==> src/rtl/conv_out_collector.sv <==
// conv_out_collector
//   Sink-side partner of the 3x3 streaming convolution stage. The conv stage
//   emits one 32-bit result per window position in raster order, including the
//   wrap-around positions at the right edge of each row. This block throws those
//   away, requantizes the valid results to signed 16-bit (round half up, optional
//   ReLU, saturation) and writes the OUT_W x OUT_H feature map into a
//   single-port RAM starting at BASE_ADDR. done pulses when the map is complete.
//
// Ports
//   clk       in   1    clock
//   rst_n     in   1    synchronous active-low reset
//   start     in   1    begin collecting a frame (only honoured in IDLE)
//   in_data   in   32   signed conv result for the next window position
//   in_valid  in   1    in_data valid this cycle
//   wr_en     out  1    RAM write strobe
//   wr_addr   out  AW   RAM write address
//   wr_data   out  16   signed requantized pixel
//   busy      out  1    high while collecting (RUN)
//   done      out  1    one-cycle pulse when the frame is complete
//   sat_cnt   out  16   saturated samples this frame, sticks at 16'hFFFF

module conv_out_collector #(
    parameter int IMG_W     = 28,
    parameter int IMG_H     = 28,
    parameter int K         = 3,
    parameter int SHIFT     = 8,
    parameter int RELU      = 1,
    parameter int AW        = 10,
    parameter int BASE_ADDR = 0
) (
    input  logic          clk,
    input  logic          rst_n,
    input  logic          start,
    input  logic [31:0]   in_data,
    input  logic          in_valid,
    output logic          wr_en,
    output logic [AW-1:0] wr_addr,
    output logic [15:0]   wr_data,
    output logic          busy,
    output logic          done,
    output logic [15:0]   sat_cnt
);

    localparam int OUT_W = IMG_W - K + 1;
    localparam int OUT_H = IMG_H - K + 1;
    localparam int CW    = $clog2(IMG_W);
    localparam int RW    = $clog2(IMG_H);

    localparam logic [CW-1:0] COL_LAST     = CW'(IMG_W - 1);
    localparam logic [CW-1:0] COL_OUT_LAST = CW'(OUT_W - 1);
    localparam logic [CW-1:0] COL_OUT_END  = CW'(OUT_W);
    localparam logic [RW-1:0] ROW_OUT_LAST = RW'(OUT_H - 1);
    localparam logic [AW-1:0] BASE         = AW'(BASE_ADDR);

    // Rounding constant 1<<(SHIFT-1), written so that SHIFT=0 yields 0
    // without ever forming a negative shift amount.
    localparam logic signed [32:0] RND = (33'sd1 <<< SHIFT) >>> 1;

    typedef enum logic [1:0] {
        S_IDLE,
        S_RUN,
        S_DONE
    } state_t;

    state_t          state_q;
    state_t          state_d;
    logic [CW-1:0]   col;
    logic [RW-1:0]   row;
    logic [AW-1:0]   wr_ptr;
    logic            accept;
    logic            last_sample;
    logic signed [32:0] sum;
    logic signed [32:0] t;
    logic [15:0]     pix;
    logic            clamp;

    assign accept      = (state_q == S_RUN) && in_valid;
    assign last_sample = accept && (row == ROW_OUT_LAST) && (col == COL_OUT_LAST);

    // State register
    always_ff @(posedge clk) begin
        if (!rst_n) begin
            state_q <= S_IDLE;
        end else begin
            state_q <= state_d;
        end
    end

    // Next-state logic; busy and done are pure decodes of the state so they
    // line up with the final write without any extra pipelining.
    always_comb begin
        state_d = state_q;
        busy    = 1'b0;
        done    = 1'b0;
        case (state_q)
            S_IDLE: begin
                if (start) begin
                    state_d = S_RUN;
                end
            end
            S_RUN: begin
                busy = 1'b1;
                if (last_sample) begin
                    state_d = S_DONE;
                end
            end
            S_DONE: begin
                done    = 1'b1;
                state_d = S_IDLE;
            end
            default: begin
                state_d = S_IDLE;
            end
        endcase
    end

    // Requantization: 33-bit intermediate so the rounding add cannot overflow,
    // arithmetic shift, optional ReLU, then clamp to the signed 16-bit range.
    // A ReLU zeroing is not a saturation event.
    always_comb begin
        sum   = $signed({in_data[31], in_data}) + RND;
        t     = sum >>> SHIFT;
        clamp = 1'b0;
        if ((RELU != 0) && (t < 33'sd0)) begin
            t = 33'sd0;
        end
        pix = t[15:0];
        if (t > 33'sd32767) begin
            pix   = 16'h7FFF;
            clamp = 1'b1;
        end else if (t < -33'sd32768) begin
            pix   = 16'h8000;
            clamp = 1'b1;
        end
    end

    // Position tracking and RAM write port. The write address is an
    // incrementing pointer that only advances on kept samples, which equals
    // BASE + row*OUT_W + col without a multiplier. Wrap-around columns still
    // advance col but produce no write.
    always_ff @(posedge clk) begin
        if (!rst_n) begin
            col     <= '0;
            row     <= '0;
            wr_ptr  <= BASE;
            wr_en   <= 1'b0;
            wr_addr <= '0;
            wr_data <= '0;
            sat_cnt <= '0;
        end else begin
            wr_en <= 1'b0;
            if ((state_q == S_IDLE) && start) begin
                col     <= '0;
                row     <= '0;
                wr_ptr  <= BASE;
                sat_cnt <= '0;
            end
            if (accept) begin
                if (col == COL_LAST) begin
                    col <= '0;
                    row <= row + RW'(1);
                end else begin
                    col <= col + CW'(1);
                end
                if (col < COL_OUT_END) begin
                    wr_en   <= 1'b1;
                    wr_addr <= wr_ptr;
                    wr_data <= pix;
                    wr_ptr  <= wr_ptr + AW'(1);
                    if (clamp && (sat_cnt != 16'hFFFF)) begin
                        sat_cnt <= sat_cnt + 16'd1;
                    end
                end
            end
        end
    end

endmodule

==> config.mk <==
export PLATFORM = sky130hd
export DESIGN_NAME = conv_out_collector
export DESIGN_NICKNAME = d
export VERILOG_FILES = /design/src/rtl/conv_out_collector.sv
export SDC_FILE = /design/constraint.sdc
export NUM_CORES = 1
export LEC_CHECK = 0
export BUFFER_PORTS_ARGS = -buffer_cell sky130_fd_sc_hd__buf_2
export CAP_MARGIN = 10
export CORE_MARGIN = 5
export CORE_UTILIZATION = 32
export DETAILED_ROUTE_END_ITERATION = 10
export SYNTH_ARGS = -nofsm -noshare
export SYNTH_HDL_FRONTEND = slang
export SYNTH_SLANG_ARGS = --single-unit
export TNS_END_PERCENT = 100
==> constraint.sdc <==
create_clock -name clk -period 4.02 [get_ports clk]
set_clock_uncertainty 0.2 [all_clocks]
set_input_delay 0.804 -clock clk [delete_from_list [all_inputs] [get_ports clk]]
set_output_delay 0.804 -clock clk [all_outputs]
set_load 0.01 [all_outputs]
==> After elaboration in Yosys (flattened, before gate mapping) <==
Cells that the tools add are included.
{ "classes": {"n_addsub": 5, "magnitude_cmp": 4, "n_eq_ne": 8, "mux": 24, "n_reduce_logical": 10} }
{ "op_table": {"columns": ["operator", "n"], "rows": [
  ["2-to-1 mux 16 bit", 6],
  ["adder 32 x 9 -> 33 bit (second input constant)", 1],
  ["greater-than comparator 33 x 16 -> 1 bit (second input constant)", 1],
  ["< comparator 33 x 16 -> 1 bit (second input constant)", 1],
  ["2-to-1 mux 33 bit", 1],
  ["2-to-1 mux 10 bit", 3],
  ["2-to-1 mux 5 bit", 6],
  ["< comparator 25 x 1 -> 1 bit (second input constant)", 1],
  ["adder 16 x 1 -> 16 bit (second input constant)", 1],
  ["!= test 16 bit (second input constant)", 1],
  ["== test 5 bit (second input constant)", 3],
  ["adder 10 x 1 -> 10 bit (second input constant)", 1],
  ["adder 5 x 1 -> 5 bit (second input constant)", 2],
  ["AND reduction 2 bit", 3],
  ["logical AND 1 bit", 5],
  ["< comparator 5 bit (second input constant)", 1],
  ["2-to-1 mux 1 bit", 5],
  ["2-to-1 mux 2 bit", 2],
  ["!= test 2 bit (second input constant)", 2],
  ["one-hot mux 2 bit (2 select lines)", 1],
  ["== test 2 x 1 -> 1 bit (second input constant)", 1],
  ["== test 2 bit (second input constant)", 1],
  ["zero test 2 bit", 1],
  ["nonzero test 2 bit", 1]
]} }
{ "totals": {"register_bits": 65, "inputBits": 36, "output_inout_bits": 45, "elab_cells": 59} }

==> Longest topological paths before layout <==
{ "depth": {"word_depth": 10, "depth_mapped": 11, "ltp_nobuf": 9} }

==> Least setup slack after synthesis <==
OpenSTA, ideal clock, no wires.
{ "synth_path": {"path_kind": "input port to flip-flop", "start": "in in_data[15]", "end": "reg sat_cnt[14]", "setup_time_ns": 0.130, "arrival_time_ns": 2.745, "t_required_ns": 3.690, "path_slack_ns": 0.945, "cell_stages": 9, "path_buffers": 2, "path_cell_list": "nand3_2 -> or4_4 -> or2_1 -> o21ai_1 -> a21o_1 -> buf_4 -> a21o_1 -> buf_6 -> o221ai_2"} }
{ "synth_between": {"elab_chain_len": 10, "word_cells_on_any_way": 11, "classes_between": "add/sub (1); order compare (3); mux (6); reduce/logical (1)"} }
{ "synth_lines": {"columns": ["item", "line", "rtl"], "rows": [
  ["start, declared", "34", "input logic [31:0] in_data,"],
  ["adder 32 x 9 -> 33 bit (*)", "121", "sum = $signed({in_data[31], in_data}) + RND;"],
  ["< comparator 25 x 1 -> 1 bit", "124", "if ((RELU != 0) && (t < 33'sd0)) begin"],
  ["2-to-1 mux 33 bit (*)", "124", null],
  ["< comparator 33 x 16 -> 1 bit", "131", "end else if (t < -33'sd32768) begin"],
  ["2-to-1 mux 1 bit", "131", null],
  ["2-to-1 mux 1 bit (*)", "128", "if (t > 33'sd32767) begin"],
  ["logical AND 1 bit (*)", "170", "if (clamp && (sat_cnt != 16'hFFFF)) begin"],
  ["2-to-1 mux 16 bit (*)", "170", null],
  ["2-to-1 mux 16 bit (*)", "165", "if (col < COL_OUT_END) begin"],
  ["2-to-1 mux 16 bit (*)", "158", "if (accept) begin"],
  ["end signal, assigned", "171", "sat_cnt <= sat_cnt + 16'd1;"],
  ["end, declared", "41", "output logic [15:0] sat_cnt"]
]} }
Every way passes the cells marked *; elsewhere a longest branch is shown, timed or not.
A chain may end at the register's enable or synchronous reset.

==> Final worst setup path <==
{ "layout_path": {"start": "in in_data[15]", "end": "reg sat_cnt[6]"} }
Same word-level chain as after synthesis.

==> results.cfg <==
[run_status]
status = finished clean

[route]
vias = 3344
wl_per_cell_um = 13.5
drt_iter0_drc = 139
firstDrtPassIters = 4
drcViolationCount = 0
ant_nets = 0
wirelength_um = 8800
viasPerCell = 5.14

[synthesis]
synth_ff_type = dfxtp_1
synth_top_family_by_area = simple AND/OR/NAND/NOR gates
syn_area_per_cell_sq_um = 7.67
muxShareOfSynthArea_pct = 0.968
synthAdderAreaFrac_pct = 2.61
syn-cell-area_sq_um = 3360
synth_compound_gate_area_share_pct = 19.1
synth_fp_nets = 481
synth_edf_count = 0
synthCells = 438
ys_async_sr_fraction_pct = 0
synth.distinct_cells = 52
synthSimpleGateAreaFrac_pct = 29.1
synth-seq-cells = 65
ys_seq_area_share_pct = 38.7
synth_xor_area_share_pct = 4.95
yosys_warnings = 0

[finish]
n_fill_cell = 1093
layout_common_cells = 73 x buf_2, 65 x nand2_1, 65 x dfxtp_1, 41 x nor2_1, 39 x a21oi_1
drive_above_1_share_pct = 20.8
fin_util_pct = 39.4
final_common_cell = buf_2
diodes = 0
layout.nets = 553
final_cells = 651
areaGrowthSynthToFinish_pct = 20.6

[sta]
period_share_pct = 82.5
hold_violations = 0
slew_headroom_pct = 60.2
setup_viol_count_final = 0
whs_ns = 0.252
maxSlewViolCount = 0
worst_pin_slew_ns = 0.597
fin_tns_setup_ns = 0
period_needed_ns = 3.32
max_freq_ghz = 0.302
rsz0062_at_grt = false

[critical_path]
crit_chain = buf_2, nand3_2, or4_4, o41ai_1, o2bb2ai_1, a22o_1, a21o_1, a21o_1, o221ai_1
criticalPathCategory = input port to register
max_stage_delay_ns = 0.59
cp-end-kind = register
cp-start-kind = input port
cp_slowest_cell = or4_4
cp.required_ns = 4.03
critPathMaxFanout = 15
crit_family = compound AO/OA/AOI/OAI gates
path_common_cell = a21o_1
critPathArrivalTime_ns = 3.32
path_buf_inv = 1

[die]
dieWidth_um = 112
rows = 37
initial_core_util_pct = 32.7
io_pins = 81
die_area_sq_um = 12700
core_region_area_sq_um = 10300
die_y_um = 112

[cts]
cts_tree = built
clock_latency_ns = 0.33
cts_resized = 0
cts_hold_buf = 0
clockBufferDepth = 2
numCtsBuffers = 9
numClockSinks = 65
cts_root_buf = clkbuf_8
cts_setup_buffers = 0
clk_pin_slew_ns = 0.08
cts_max_level = 3

[place]
dpl.hpwl_um = 6380
portBuffers = 73
dpl.cell_count = 635
gp_congestion = 0.799

[global_routing]
antenna_found_initial = 0
grt_pass1_wl_um = 14800
grt_max_degree = 29
grt_remaining_overflow = 0
first_global_vias = 3279
grtUsageTotal_pct = 14.0

[hold_path]
hold_path_class = register to register

[power]
p_leak_nw = 1.65
p_per_area_nw_per_um2 = 332
ir_worst_vdd_mv = 0.177

[flow_run]
cap_violations = 0
## kinds of logic after synthesis
kind of cell / count (synthesis)
adders and majority gates: 7
buffers and inverters: 38
DFF: 65
AOI/OAI and AO/OA: 103
muxes: 3
and+or+nand+nor: 203
xor gates and xnor gates: 19
## routing by layer
| layer | GRT usage (%) | vias to the layer above | part of all wire (%) |
|---|---|---|---|
| met5 | 0 | - | 0 |
| met4 | 3.93 | 0 | 1.0 |
| met3 | 4.91 | 9 | 6.8 |
| met2 | 24.2 | 84 | 49 |
| met1 | 16.6 | 1561 | 43 |
| li1 | - | 1690 | - |
## worst paths after layout
| kind | from | endpoint | slack (ns) | cells after the start |
|---|---|---|---|---|
| worst max-delay path | in_data[15] | sat_cnt[6]$_SDFF_PN0_ | 0.70 | 9 |
| worst min-delay path | wr_addr[9]$_SDFFE_PN0P_ | wr_addr[9]$_SDFFE_PN0P_ | 0.25 | 2 |
| worst max register to register | state_q[0]$_SDFFE_PN0P_ | sat_cnt[6]$_SDFF_PN0_ | 1.24 | 6 |
| worst min register to register | wr_addr[9]$_SDFFE_PN0P_ | wr_addr[9]$_SDFFE_PN0P_ | 0.25 | 2 |
## cell usage after synthesis (4+ instances only)
cell type,n,share of area (%)
nand4_1,10,1.9
clkbuf_1,13,1.5
nand2_1,65,7.3
o21ai_1,6,0.89
o21ai_0,21,3.1
xor2_1,8,2.1
nor2_1,41,4.6
a21oi_1,39,5.8
and2_1,4,0.74
xnor2_1,11,2.9
nand3_1,34,5.1
o221ai_1,5,1.3
ha_1,7,2.6
a21o_1,4,0.89
and3_1,15,2.8
inv_1,20,2.2
dfxtp_1,65,39
nor3_1,9,1.3
o211ai_1,10,2.2
nand2b_1,4,0.74
## stage by stage
step / power [mW] / worst slack (ns) / cell area (sq um)
detailed placement: 0.812 / 0.313 / 3860
floorplan: 0.755 / 0.945 / 3360
global route: 1.41 / 0.531 / 4050
global placement: 0.809 / 0.402 / 3860
finish: 1.35 / 0.704 / 4050
CTS: 1.37 / 0.677 / 4050
## where the power goes
group | switching, mW | internal (mW) | leakage [nW]
clock network | 0.262 | 0.286 | 0.0994
logic | 0.0867 | 0.0456 | 1.02
registers | 0.00833 | 0.656 | 0.526
total | 0.357 | 0.988 | 1.65
## state kept, by name, indices dropped and copies added (netlist names)
name     count
col          5
sat_cnt     16
wr_ptr      10
row          5
state_q      2
wr_addr     10
wr_en        1
wr_data     16
## tightest hold or removal path: stages, from the launching register on
cell,delay [ns]
dfxtp_1,0.31
nand2_1,0.05
a21oi_1,0.05
## cell type report
type                            instances  area, sq um  area share [%]
Sequential cell                        65         1300            32.1
Clock inverter                          7         70.1            1.73
Timing Repair Buffer                   78          403            9.94
Tap cell                              136          170            4.20
Inverter                               21         78.8            1.95
Clock buffer                            9          124            3.06
Multi-Input combinational cell        335         1900            47.0
(Power assumes the default switching activity.)
